File: config.mk
export PLATFORM = sky130hd
export DESIGN_NAME = rom_access_arbiter
export DESIGN_NICKNAME = d
export VERILOG_FILES = /design/src/rtl/rom_access_arbiter_pkg.sv /design/src/rtl/rom_access_arbiter_rr_arbiter2.sv /design/src/rtl/rom_access_arbiter.sv
export SDC_FILE = /design/constraint.sdc
export NUM_CORES = 1
export LEC_CHECK = 0
export BUFFER_PORTS_ARGS = -buffer_cell sky130_fd_sc_hd__buf_2
export CORE_UTILIZATION = 40
export CTS_CLUSTER_DIAMETER = 50
export DETAILED_ROUTE_END_ITERATION = 10
export PLACE_DENSITY = 0.77
export SETUP_SLACK_MARGIN = 0.5
export SYNTH_ARGS = -nofsm -noshare
export SYNTH_HDL_FRONTEND = slang
export SYNTH_HIERARCHICAL = 1
export SYNTH_SLANG_ARGS = --single-unit
File: constraint.sdc
create_clock -name CLK -period 2.2 [get_ports CLK]
set_input_delay 0.33 -clock CLK [delete_from_list [all_inputs] [get_ports CLK]]
set_output_delay 0.33 -clock CLK [all_outputs]
set_load 0.01 [all_outputs]
File: src/rtl/rom_access_arbiter_pkg.sv
// -----------------------------------------------------------------------------
// rom_access_arbiter_pkg
//   Shared definitions for the ROM access arbiter and its round-robin picker:
//   FSM state encoding and requester identifiers.
// -----------------------------------------------------------------------------
package rom_access_arbiter_pkg;

  // Arbiter FSM states.
  typedef enum logic [1:0] {
    IDLE = 2'd0,
    BUSY = 2'd1,
    HOLD = 2'd2
  } state_t;

  // Requester ids; also the bit position of each requester in REQ/GNT vectors.
  localparam logic REQ_IF = 1'b0;
  localparam logic REQ_LS = 1'b1;

endpackage : rom_access_arbiter_pkg

File: src/rtl/rom_access_arbiter_rr_arbiter2.sv
// -----------------------------------------------------------------------------
// rr_arbiter2
//   Combinational two-way round-robin picker. The parent owns the LAST
//   register and feeds it back here.
// Ports
//   REQ[1:0]  in   request vector, bit REQ_IF / REQ_LS
//   LAST      in   id of the most recently granted requester
//   EN        in   grant permission; no grant when low
//   GNT[1:0]  out  one-hot grant (all zero when no grant)
//   SEL       out  id of the granted requester (meaningful only when |GNT)
// -----------------------------------------------------------------------------
module rr_arbiter2
  import rom_access_arbiter_pkg::*;
(
  input  logic [1:0] REQ,
  input  logic       LAST,
  input  logic       EN,
  output logic [1:0] GNT,
  output logic       SEL
);

  always_comb begin
    GNT = 2'b00;
    SEL = REQ_IF;
    if (EN) begin
      case (REQ)
        2'b01: begin
          GNT = 2'b01;
          SEL = REQ_IF;
        end
        2'b10: begin
          GNT = 2'b10;
          SEL = REQ_LS;
        end
        2'b11: begin
          // Contention: the requester that did not win last time goes first.
          SEL = ~LAST;
          GNT = (~LAST == REQ_LS) ? 2'b10 : 2'b01;
        end
        default: begin
          GNT = 2'b00;
          SEL = REQ_IF;
        end
      endcase
    end
  end

endmodule : rr_arbiter2

File: src/rtl/rom_access_arbiter.sv
// -----------------------------------------------------------------------------
// rom_access_arbiter
//   Shares one synchronous-read ROM between instruction fetch (IF) and the
//   load/store unit (LS). Round-robin arbitration, one ROM access per cycle,
//   1-cycle response latency, and a one-entry hold register that keeps the
//   response stable while the owner withholds RREADY.
// Ports
//   CLK, RST_N                   clock, asynchronous active-low reset
//   IF_REQ/IF_ADDR/IF_GNT        IF request channel (GNT combinational)
//   IF_RVALID/IF_RREADY/IF_RDATA IF response channel (RDATA 0 when not valid)
//   LS_*                         same set for the load/store unit
//   ROM_ENABLE/ROM_ADDR          ROM read strobe and address (ADDR 0 when idle)
//   ROM_DATA                     ROM registered read data, valid next cycle
// -----------------------------------------------------------------------------
module rom_access_arbiter
  import rom_access_arbiter_pkg::*;
#(
  parameter int WORD_SIZE  = 32,
  parameter int ADDR_DEPTH = 10
) (
  input  logic                  CLK,
  input  logic                  RST_N,
  input  logic                  IF_REQ,
  input  logic [ADDR_DEPTH-1:0] IF_ADDR,
  output logic                  IF_GNT,
  output logic                  IF_RVALID,
  input  logic                  IF_RREADY,
  output logic [WORD_SIZE-1:0]  IF_RDATA,
  input  logic                  LS_REQ,
  input  logic [ADDR_DEPTH-1:0] LS_ADDR,
  output logic                  LS_GNT,
  output logic                  LS_RVALID,
  input  logic                  LS_RREADY,
  output logic [WORD_SIZE-1:0]  LS_RDATA,
  output logic                  ROM_ENABLE,
  output logic [ADDR_DEPTH-1:0] ROM_ADDR,
  input  logic [WORD_SIZE-1:0]  ROM_DATA
);

  state_t                state_p1, state_nxt;
  logic                  owner_p1, owner_nxt;
  logic                  last_p1,  last_nxt;
  logic [WORD_SIZE-1:0]  hold_p1,  hold_nxt;

  logic                  vld_p1;
  logic                  owner_rready;
  logic                  free;
  logic                  arb_en;
  logic [1:0]            gnt;
  logic                  sel;
  logic                  accept;
  logic [WORD_SIZE-1:0]  resp_data;

  // ---- Stage 0: issue decision and ROM request ----
  assign vld_p1       = (state_p1 != IDLE);
  assign owner_rready = (owner_p1 == REQ_LS) ? LS_RREADY : IF_RREADY;
  // A new access may issue when nothing is outstanding or the outstanding
  // response is being consumed this very cycle.
  assign free         = (state_p1 == IDLE) | (vld_p1 & owner_rready);
  assign arb_en       = free & RST_N;

  rr_arbiter2 u_rr (
    .REQ  ({LS_REQ, IF_REQ}),
    .LAST (last_p1),
    .EN   (arb_en),
    .GNT  (gnt),
    .SEL  (sel)
  );

  assign accept     = |gnt;
  assign IF_GNT     = gnt[REQ_IF];
  assign LS_GNT     = gnt[REQ_LS];
  assign ROM_ENABLE = accept;
  assign ROM_ADDR   = accept ? ((sel == REQ_LS) ? LS_ADDR : IF_ADDR)
                             : '0;

  // ---- Stage 1: response from ROM or hold register ----
  assign resp_data = (state_p1 == HOLD) ? hold_p1 : ROM_DATA;
  assign IF_RVALID = vld_p1 & (owner_p1 == REQ_IF);
  assign LS_RVALID = vld_p1 & (owner_p1 == REQ_LS);
  assign IF_RDATA  = IF_RVALID ? resp_data : '0;
  assign LS_RDATA  = LS_RVALID ? resp_data : '0;

  always_comb begin
    state_nxt = state_p1;
    owner_nxt = owner_p1;
    last_nxt  = accept ? sel : last_p1;
    hold_nxt  = hold_p1;
    case (state_p1)
      IDLE: begin
        if (accept) begin
          state_nxt = BUSY;
          owner_nxt = sel;
        end
      end
      BUSY, HOLD: begin
        if (owner_rready) begin
          if (accept) begin
            state_nxt = BUSY;
            owner_nxt = sel;
          end else begin
            state_nxt = IDLE;
          end
        end else begin
          // ROM output is only valid for one cycle; capture it on the first
          // stalled cycle and replay it from the hold register afterwards.
          if (state_p1 == BUSY) begin
            hold_nxt = ROM_DATA;
          end
          state_nxt = HOLD;
        end
      end
      default: state_nxt = IDLE;
    endcase
  end

  always_ff @(posedge CLK or negedge RST_N) begin
    if (!RST_N) begin
      state_p1 <= IDLE;
      owner_p1 <= REQ_LS;
      last_p1  <= REQ_LS;
      hold_p1  <= '0;
    end else begin
      state_p1 <= state_nxt;
      owner_p1 <= owner_nxt;
      last_p1  <= last_nxt;
      hold_p1  <= hold_nxt;
    end
  end

endmodule : rom_access_arbiter

# Yosys cells after proc, flatten, opt, wreduce, memory -nomap -nowiden
# Cells that the tools add are included.
# totals
wordCells	44
ff_bits	36
input_bits	58
out_inout_bits	79
# classes
n_reduce_logical	7
eq_ne	7
n_mux	18
bitwise_logic	8
# ops
op	n
two-way mux 32 bit	3
two-way mux 10 bit	2
two-way mux 2 bit	4
equality test 2 bit, second input constant	3
one-hot mux 2 bit (3 select lines)	1
two-way mux 1 bit	5
AND 1 bit	4
equality test 2 x 1 -> 1 bit, second input constant	2
inequality test 2 bit, second input constant	2
one-hot mux 1 bit (2 select lines)	2
one-hot mux 2 bit (2 select lines)	1
nonzero test 2 bit	2
OR reduction 2 bit	2
NOT 1 bit	3
AND reduction 3 bit	1
zero test 2 bit	1
AND reduction 2 bit	1
OR 1 bit	1

# Longest topological paths before layout
# Gate-level depths: netlist of the first run.
# logic_depth
word_depth	9
ltp_mapped	8
depth_no_buf	8

# By module
# The synthesis of the first run kept the hierarchy.
# by_module_without_submodules
module	instances	area_per_inst_um2	cells_per_inst	seq_area_each_um2
rom_access_arbiter	1	2403.6	228	903.4
rr_arbiter2	1	26.3	6	0.0

# Worst setup path after synthesis of the first run
# No wires, ideal clock.
# synth_timing
path_kind	reg-to-output
start	register owner_p1
end	output port ROM_ADDR[0]
t_required_ns	1.870
path_buffers	1
stages_incl_launch_ff	8
slack_ns	-0.019
arrival_time_ns	1.889
path_cell_list	dfstp_2 mux2_2 o21a_1 nand2_1 a21oi_1 nor2_1 clkbuf_1 nor2_1
# synth_between
elab_chain_len	7
word_cells_on_any_way	9
# synth_lines
item	line_no	source
start: declaration	rom_access_arbiter.sv:41	logic owner_p1, owner_nxt;
start signal: assignment	rom_access_arbiter.sv:125	owner_p1 <= owner_nxt;
two-way mux 1 bit	rom_access_arbiter.sv:56	assign owner_rready = (owner_p1 == REQ_LS) ? LS_RREADY : IF_RREADY;
AND 1 bit	rom_access_arbiter.sv:59	assign free = (state_p1 == IDLE) | (vld_p1 & owner_rready);
OR 1 bit	rom_access_arbiter.sv:59	
AND 1 bit	rom_access_arbiter.sv:60	assign arb_en = free & RST_N;
net arb_en	rom_access_arbiter.sv:48	logic arb_en;
two-way mux 2 bit	rom_access_arbiter_rr_arbiter2.sv:25	if (EN) begin
net LS_GNT	rom_access_arbiter.sv:31	output logic LS_GNT,
OR reduction 2 bit	rom_access_arbiter.sv:70	assign accept = |gnt;
two-way mux 10 bit	rom_access_arbiter.sv:74	assign ROM_ADDR = accept ? ((sel == REQ_LS) ? LS_ADDR : IF_ADDR)
end: declaration	rom_access_arbiter.sv:36	output logic [ADDR_DEPTH-1:0] ROM_ADDR,
# The timed path passes the listed nets, and every way through them passes these cells.

# Worst setup path after layout of the first run
# layout_timing
start	register owner_p1
end	output port ROM_ADDR[2]
# layout_between
elab_chain_len	7
word_cells_on_any_way	9
# layout_lines
item	line_no
two-way mux 1 bit *	rom_access_arbiter.sv:56
AND 1 bit *	rom_access_arbiter.sv:59
OR 1 bit *	rom_access_arbiter.sv:59
AND 1 bit *	rom_access_arbiter.sv:60
net arb_en	rom_access_arbiter.sv:48
two-way mux 1 bit / two-way mux 2 bit (equally long branches)	rom_access_arbiter_rr_arbiter2.sv:25
two-way mux 10 bit / OR reduction 2 bit (equally long branches)	rom_access_arbiter.sv:74, rom_access_arbiter.sv:70
two-way mux 10 bit *	rom_access_arbiter.sv:74
# Mark *: on every way through the listed nets, which the timed path passes. The rest lies on a longest branch.

==> results of run 1 <==
==> stage by stage <==
stage | std cells | utilization (%)
after detailed placement | 444 | 60.5
after floorplan | 234 | -
after global routing | 485 | 83.8
after CTS | 474 | 80.0
final | 485 | 83.8
after global placement | 444 | 60.5
==> kinds of logic after synthesis <==
logic type	share of synthesized area [%]
mux	39.0
flops	37.2
simple gates	13.0
buf+inv	6.23
fa+ha+maj	2.06
compound gates	2.52
==> cell type report <==
class / count / area, µm² / area share, %
Tap cell: 75 / 93.8 / 1.90
Inverter: 6 / 27.5 / 0.558
Clock buffer: 7 / 96.3 / 1.95
Sequential cell: 36 / 903 / 18.3
Multi-Input combinational cell: 174 / 2110 / 42.7
Clock inverter: 1 / 30.0 / 0.609
Timing Repair Buffer: 186 / 1680 / 34.0
==> registers in the layout, summed over array words and instances, names as in the netlist <==
register / flops
last_p1: 1
hold_p1: 32
state_p1: 2
owner_p1: 1
==> path summary, 6_finish.rpt <==
path                                           end  slack, ns
setup / recovery                       ROM_ADDR[2]      -0.22
hold / removal             hold_p1[29]$_DFFE_PN0P_       0.17
setup reg to reg           state_p1[0]$_DFFE_PN0P_       0.01
hold reg to reg             hold_p1[4]$_DFFE_PN0P_       0.57
max in group asynchronous      last_p1$_DFFE_PN1N_       1.66
min in group CLK           hold_p1[27]$_DFFE_PN0P_       0.31
==> critical path, stage by stage, from the launching register on <==
cell	delay (ns)
dfstp_2	0.54
mux2_4	0.30
o21a_1	0.20
nand2_2	0.10
buf_6	0.11
a21oi_4	0.04
nor2_4	0.17
clkbuf_16	0.18
nor2_2	0.04
buf_2	0.13
==> power by group <==
group	switching (µW)	internal (µW)	leakage (µW)	total, µW
clock network	241	400	0.0000645	641
registers	361	996	0.000435	1360
logic	1780	2430	0.00175	4210
==> cells in the mapped netlist <==
master	instances	area, µm²
nand2_1	4	15.0
a21oi_1	4	20.0
buf_6	1	11.3
a21o_1	1	7.51
and3_1	1	6.26
dfrtp_1	34	851
a32o_1	1	10.0
buf_12	3	60.1
mux2i_1	44	440
buf_2	4	20.0
dfstp_2	2	52.6
or2_2	1	6.26
o22ai_1	1	6.26
clkbuf_1	10	37.5
o21a_1	1	7.51
or2b_1	1	7.51
mux2_2	5	56.3
ha_1	4	50.1
inv_1	6	22.5
nor2_1	75	282
mux2_4	30	450
o21ba_2	1	10.0
==> metal layers <==
layer / part of all wire [%] / vias up / track usage (%)
li1: - / 1151 / -
met1: 39 / 1212 / 33.0
met5: 0 / - / 0
met3: 6.2 / 20 / 6.06
met4: 2.4 / 0 / 12.5
met2: 53 / 144 / 52.7
==> timing repair <==
action	CTS	global route
resized for setup	103	19
pin swaps	25	21
buffers inserted	10	10
hold buffers	0	0
endpoints found under the setup margin	115	115
cloned	12	1
==> run metrics, run 1 <==
Final Hold Viols 0; largest net degree at the start of global routing 37; Crit Reg-Reg Startpoint owner_p1$_DFFE_PN1P_; IO buf count 136; Synth Register Bits 36; Worst R2R Path Depth 10; Setup Skew 0.00802 ns; initial antenna violation count 0; Slew Viols, Final 0; Initial Util 41.3%; drt drc 0; clk slew on worst S/H paths 0.08 ns; Leak 0.00225 µW; CP endpoint kind primary output; commonest non-fill, non-tap cell in the layout buf_2; critical path class reg -> out; Final Setup Violations 12; VDD IR-drop max 0.710 mV; worst setup margin -0.225 ns; Site Rows 28; grt ovf 0; status complete, but fails checks; first-pass GRT wire length 13400 µm; power per cell area 1260 nW/µm²; DR iter-0 viols 136; Std-Cell Core Area 5890 µm²; drt first pass iters 4; Max Freq 412 MHz; Design Area, Final 4930 µm²; Root Buffer clkbuf_8; P&R area growth vs syn 103%; Worst slew margin 68.7%; Routed Antenna Nets 0; min Tclk post-route 2.42 ns; Synth Instances 234; WL/cell 19.6 µm; cell area after synthesis 2430 µm²; RD Place Congestion 0.751; Max FO, Critical Path 6; register area share after synthesis 37.2%; via-per-instance ratio 5.21; hold crit path type in -> async; Num CTS Buffers 5; pre-CTS WS -0.0752 ns; layout cells sized above 1 80.2%; fin nets 471; CP Launch Type flip-flop; post-synth cell types 22; commonest non-fill, non-tap cells in the layout buf_2, dfrtp_1, mux2i_4; YS warnings 6; DP HPWL 4520 µm; hold slack 0.174 ns; final wirelength 9510 µm; RSZ-0062 raised after global routing yes; Area after DPL 3560 µm²; Via Count 2527; Tcrit/Tclk final 110%; GRT Util Overall 29.2%; synthesized area per cell 10.4 µm²; Fill cells 311; H-Tree Depth 2; max-cap violations 0; antenna cells 0; worst skew pair latency 0.29 ns; Critical path origin owner_p1$_DFFE_PN1P_; Chip Height 79.9 µm; Worst EP required 1.87 ns; Overall Power 6210 µW; vias in the first global route 2582; # IOs 137; violated checks setup timing; Die W 79.9 µm; die footprint 6390 µm²; Synthesized Nets 296; CTS max path bufs 2; worst slew pin tran 0.469 ns; CTS tree done; Final TNS setup -2.36 ns; CTS Sinks 36; WP data arrival 2.09 ns
Note: power is estimated with default switching activity, not from simulation.
==> inputs of run 2 (changes only) <==
- MAX_ROUTING_LAYER: default -> met4
==> run 2 against run 1 <==
Against the previous run: the flow still finishes with violations (setup timing); clock power is essentially flat; combinational power is essentially flat; flip-flop and latch count is the same; final cell count is the same; critical path depth is the same; wire length shrank 0.32%; clock skew grew 0.00081 ns; non-clock buffer count is the same; via count grew 0.59%; fmax is essentially flat.
==> run metrics, run 2 (synthesis gave the netlist of run 1 again) <==
status complete, but fails checks (unchanged); violated checks setup timing (unchanged); CP top delay family flip-flops (unchanged); RSZ-0062 raised after global routing yes (unchanged); Biggest register hold_p1 (unchanged); Inst Count DP 444 (unchanged); IO buf count 136 (unchanged); Worst R2R Path Depth 10 (unchanged); vias in the first global route 2586 (was 2582); Worst slew margin 68.8% (was 68.7%); layout cells sized above 1 80.2% (unchanged); final cell count without fillers 485 (unchanged); Design Area, Final 4930 µm² (unchanged); Crit Reg-Reg Startpoint owner_p1$_DFFE_PN1P_ (unchanged); Initial Util 41.3% (unchanged); R2R setup slack 0.01 ns (about the same); Setup Skew 0.00883 ns (was 0.00802 ns); grt ovf 0 (unchanged); drt drc 0 (unchanged); VDD IR-drop max 0.709 mV (was 0.710 mV); Worst EP required 1.87 ns (about the same); DR iter-0 viols 132 (was 136); min Tclk post-route 2.42 ns (about the same); P&R area growth vs syn 103% (unchanged); Num CTS Buffers 5 (unchanged); slowest CP cell dfstp_2 (unchanged); Die W 79.9 µm (unchanged); Final Hold Viols 0 (unchanged); reg2reg end state_p1[0]$_DFFE_PN0P_ (unchanged); initial antenna violation count 0 (unchanged); critical path, cell by cell mux2_4 > o21a_1 > nand2_2 > buf_6 > a21oi_4 > nor2_4 > clkbuf_16 > nor2_2 > buf_2 (unchanged); worst slew pin tran 0.468 ns (was 0.469 ns); Overall Power 6210 µW (about the same); critical path class reg -> out (unchanged); antenna cells 0 (unchanged); Area after DPL 3560 µm² (unchanged); Tcrit/Tclk final 110% (about the same); Via Count 2542 (was 2527); final wirelength 9480 µm (was 9510 µm); Max FO, Critical Path 6 (unchanged); # hold bufs at CTS 0 (unchanged); hold crit path type in -> async (unchanged); Routed Antenna Nets 0 (unchanged); via-per-instance ratio 5.24 (was 5.21); Std-Cell Core Area 5890 µm² (unchanged); RD Place Congestion 0.761 (was 0.751); H-Tree Depth 2 (unchanged); CP max stage delay 0.54 ns (about the same); drt first pass iters 4 (unchanged); CTS tree done (unchanged); CTS Sinks 36 (unchanged); die footprint 6390 µm² (unchanged); power per cell area 1260 nW/µm² (about the same); Fill cells 311 (unchanged); worst setup margin -0.224 ns (was -0.225 ns); Slew Viols, Final 0 (unchanged); first-pass GRT wire length 13400 µm (about the same); clk slew on worst S/H paths 0.08 ns (about the same); DP HPWL 4520 µm (unchanged); max FFs per register 32 (unchanged); fin nets 471 (unchanged); max-cap violations 0 (unchanged); worst skew pair latency 0.29 ns (about the same); commonest non-fill, non-tap cells in the layout buf_2, dfrtp_1, mux2i_4 (unchanged); commonest non-fill, non-tap cell in the layout buf_2 (unchanged); CP endpoint kind primary output (unchanged); Max Freq 413 MHz (was 412 MHz); Final Setup Violations 12 (unchanged); Buf+Inv Stages, Crit Path 3 (unchanged); WL/cell 19.5 µm (was 19.6 µm); Leak 0.00225 µW (unchanged); largest net degree at the start of global routing 37 (unchanged); biggest registers after layout hold_p1: 32 flops, state_p1: 2 flops (unchanged); Site Rows 28 (unchanged); WP data arrival 2.09 ns (about the same); Root Buffer clkbuf_8 (unchanged); # IOs 137 (unchanged); CTS max path bufs 2 (unchanged); Chip Height 79.9 µm (unchanged); CP Launch Type flip-flop (unchanged); GRT Util Overall 30.0% (was 29.2%)
## run 2: cell counts in the layout (fill, tap and decap cells not counted)
Identical to the previous run, type by type.
## run 2: repair_timing
item,in CTS,in global routing
resized for setup,103,19
setup endpoints to repair,115,115
cloned,12,1
setup buffers,10,10
pin swaps,25,21
## run 2: worst max path at each step
stage / cells after the start / from / slack, ns / end
2_1_floorplan: 7 / owner_p1$_DFFE_PN1P_ / 0.27 / ROM_ADDR[0]
3_3_place_gp: 7 / owner_p1$_DFFE_PN1P_ / -0.02 / ROM_ADDR[1]
3_5_place_dp: 7 / owner_p1$_DFFE_PN1P_ / -0.08 / ROM_ADDR[1]
4_1_cts: 9 / owner_p1$_DFFE_PN1P_ / -0.21 / ROM_ADDR[9]
5_1_grt: 8 / owner_p1$_DFFE_PN1P_ / -0.31 / ROM_ADDR[8]
6_report: 9 / owner_p1$_DFFE_PN1P_ / -0.22 / ROM_ADDR[2]
## run 2: stage by stage
step                      TNS, ns  hold slack (ns)  setup slack, ns  util (%)
after detailed placement   -0.515            0.484          -0.0752      60.5
final                       -2.36            0.170           -0.224      83.8
after global placement    -0.0525            0.483          -0.0206      60.5
after floorplan                 0           0.0344            0.266         -
after global routing        -3.80            0.191           -0.309      83.8
after CTS                   -2.26            0.166           -0.212      80.0
## run 2: final cells by class
type / instances / area (µm²) / share of cell area (%)
Sequential cell: 36 / 903 / 18.3
Inverter: 6 / 27.5 / 0.558
Multi-Input combinational cell: 174 / 2110 / 42.7
Timing Repair Buffer: 186 / 1680 / 34.0
Tap cell: 75 / 93.8 / 1.90
Clock buffer: 7 / 96.3 / 1.95
Clock inverter: 1 / 30.0 / 0.609
## run 2: power breakdown
part           switching (µW)  internal (µW)
clock                     243            400
sequential                360            996
combinational            1780           2430
## run 2: metal layers
layer	global-route usage [%]	part of all wire, %
met1	33.0	39
met2	52.7	53
met3	5.83	5.8
met4	12.5	2.4
met5	-	0
==> inputs of run 3 (changes only) <==
- CELL_PAD_IN_SITES_DETAIL_PLACEMENT: default -> 1
- CELL_PAD_IN_SITES_GLOBAL_PLACEMENT: default -> 1
- CORE_UTILIZATION: 40 -> 29
- PLACE_DENSITY: 0.77 -> default
- PLACE_DENSITY_LB_ADDON: default -> 0.1
==> run 3 against run 2 <==
Against the previous run: the flow still finishes with violations (setup timing); critical path depth down 1; sequential share of layout area up 0.38 points; clock power down 26%; utilization down 25 points; die area up 37%; design area down 2.0%; global-route usage down 9.2 points; critical endpoint is now ROM_ADDR[7]; largest cell class unchanged; highest routed layer unchanged.
==> run metrics, run 3 (synthesis gave the netlist of run 1 again) <==
Site Rows 33 (was 28); CP endpoint kind primary output (unchanged); layout cells sized above 1 82.3% (was 80.2%); H-Tree Depth 2 (unchanged); Chip Height 93.5 µm (was 79.9 µm); CTS Sinks 36 (unchanged); worst setup margin -0.134 ns (was -0.224 ns); clk slew on worst S/H paths 0.08 ns (about the same); Tcrit/Tclk final 106% (was 110%); IO buf count 136 (unchanged); initial antenna violation count 0 (unchanged); antenna cells 0 (unchanged); max FFs per register 32 (unchanged); commonest non-fill, non-tap cell in the layout buf_2 (unchanged); Finished Core Util 59.1% (was 83.8%); commonest non-fill, non-tap cells in the layout buf_2, nor2_2, dfrtp_1 (was buf_2, dfrtp_1, mux2i_4); Routed Antenna Nets 0 (unchanged); VDD IR-drop max 0.602 mV (was 0.709 mV); min Tclk post-route 2.33 ns (was 2.42 ns); Final Hold Viols 0 (unchanged); Worst slew margin 67.9% (was 68.8%); largest net degree at the start of global routing 37 (unchanged); Inst Count DP 471 (was 444); Root Buffer clkbuf_8 (unchanged); via-per-instance ratio 4.76 (was 5.24); CP Launch Type flip-flop (unchanged); RSZ-0062 raised after global routing yes (unchanged); # IOs 137 (unchanged); grt ovf 0 (unchanged); critical path class reg -> out (unchanged); Max Freq 428 MHz (was 413 MHz); Leak 0.00218 µW (was 0.00225 µW); Final TNS setup -3.62 ns (was -2.36 ns); Setup Skew 0.00679 ns (was 0.00883 ns); Worst EP required 1.87 ns (about the same); Num CTS Buffers 5 (unchanged); Storage cell area 903 µm² (unchanged); status complete, but fails checks (unchanged); biggest registers after layout hold_p1: 32 flops, state_p1: 2 flops (unchanged); Fill cells 852 (was 311); Final Setup Violations 65 (was 12); WP data arrival 2.00 ns (was 2.09 ns); power per cell area 1220 nW/µm² (was 1260 nW/µm²); CTS tree done (unchanged); Std-Cell Core Area 8180 µm² (was 5890 µm²); worst slew pin tran 0.481 ns (was 0.468 ns); die footprint 8750 µm² (was 6390 µm²); final cell count without fillers 511 (was 485); P&R area growth vs syn 99.0% (was 103%); final wirelength 8760 µm (was 9480 µm); Max FO, Critical Path 12 (was 6); WL/cell 17.1 µm (was 19.5 µm); area of the multi-input gates 2100 µm² (was 2110 µm²); # hold bufs at CTS 0 (unchanged); hold slack 0.171 ns (was 0.170 ns); GRT Util Overall 20.8% (was 30.0%); Die W 93.5 µm (was 79.9 µm); worst skew pair latency 0.29 ns (about the same); Biggest register hold_p1 (unchanged); max-cap violations 0 (unchanged); vias in the first global route 2504 (was 2586); hold crit path type in -> async (unchanged); drt drc 0 (unchanged); CTS max path bufs 2 (unchanged); Via Count 2431 (was 2542); drt first pass iters 6 (was 4); DP HPWL 5070 µm (was 4520 µm); Initial Util 29.7% (was 41.3%); DR iter-0 viols 44 (was 132); Slew Viols, Final 0 (unchanged); violated checks setup timing (unchanged); first-pass GRT wire length 13200 µm (was 13400 µm); Overall Power 5910 µW (was 6210 µW); RD Place Congestion 0.754 (was 0.761); fin nets 467 (was 471)
==> run 3: changes by cell type in the layout (fill, tap and decap cells not counted), sizes merged <==
cell	before	now
inv	5	4
clkbuf	8	5
bufbuf	1	0
bufinv	1	0
buf	184	182
clkinv	1	5
==> run 3: final cells by class <==
type                            instances  area share, %
Clock buffer                            5           1.42
Clock inverter                          3          0.388
Multi-Input combinational cell        174           43.4
Sequential cell                        36           18.7
Inverter                                6          0.673
Timing Repair Buffer                  182           32.7
Tap cell                              105           2.72
==> run 3: routing by layer <==
| layer | GRT usage (%) | part of all wire (%) | vias up |
|---|---|---|---|
| met2 | 36.8 | 54 | 72 |
| met5 | - | 0 | - |
| met4 | 6.54 | 1.7 | 0 |
| met3 | 3.25 | 4.0 | 9 |
| met1 | 24.2 | 40 | 1205 |
| li1 | - | - | 1145 |
==> run 3: power breakdown <==
group          total [µW]  switching [µW]  internal, µW
sequential           1340             341           995
clock                 474             253           221
combinational        4100            1700          2400
total                5910            2290          3620
==> run 3: critical path, stage by stage (launching register included) <==
cell and delay, ns:
dfstp_2 0.54, mux2_4 0.31, o21a_4 0.22, nand2_4 0.08, a21oi_2 0.05, buf_12 0.15
mux2i_2 0.19, nor2_2 0.04, buf_2 0.13
==> run 3: worst paths after layout <==
kind / endpoint / start / slack, ns / cells after the start
worst min register to register: hold_p1[26]$_DFFE_PN0P_ / hold_p1[26]$_DFFE_PN0P_ / 0.56 / 1
worst min-delay path: hold_p1[15]$_DFFE_PN0P_ / RST_N / 0.17 / 2
worst max-delay path: ROM_ADDR[7] / owner_p1$_DFFE_PN1P_ / -0.13 / 8
min in group CLK: hold_p1[26]$_DFFE_PN0P_ / ROM_DATA[26] / 0.30 / 2
max in group asynchronous: last_p1$_DFFE_PN1N_ / RST_N / 1.67 / 2
worst max register to register: state_p1[0]$_DFFE_PN0P_ / owner_p1$_DFFE_PN1P_ / 0.14 / 10
==> run 3: timing repair <==
item                                   CTS  global route
pin swaps                               18            18
setup endpoints to repair              115           115
gates resized for setup                102            27
endpoints found under the hold margin    0             0
gates cloned                            13             0
setup buffers                           14             5
==> run 3: through the flow <==
stage | worst slack (ns) | instance area, µm²
floorplan | 0.266 | 2800
global placement | 0.166 | 3590
detailed placement | 0.114 | 3590
CTS | -0.138 | 4650
global route | -0.231 | 4830
finish | -0.134 | 4830
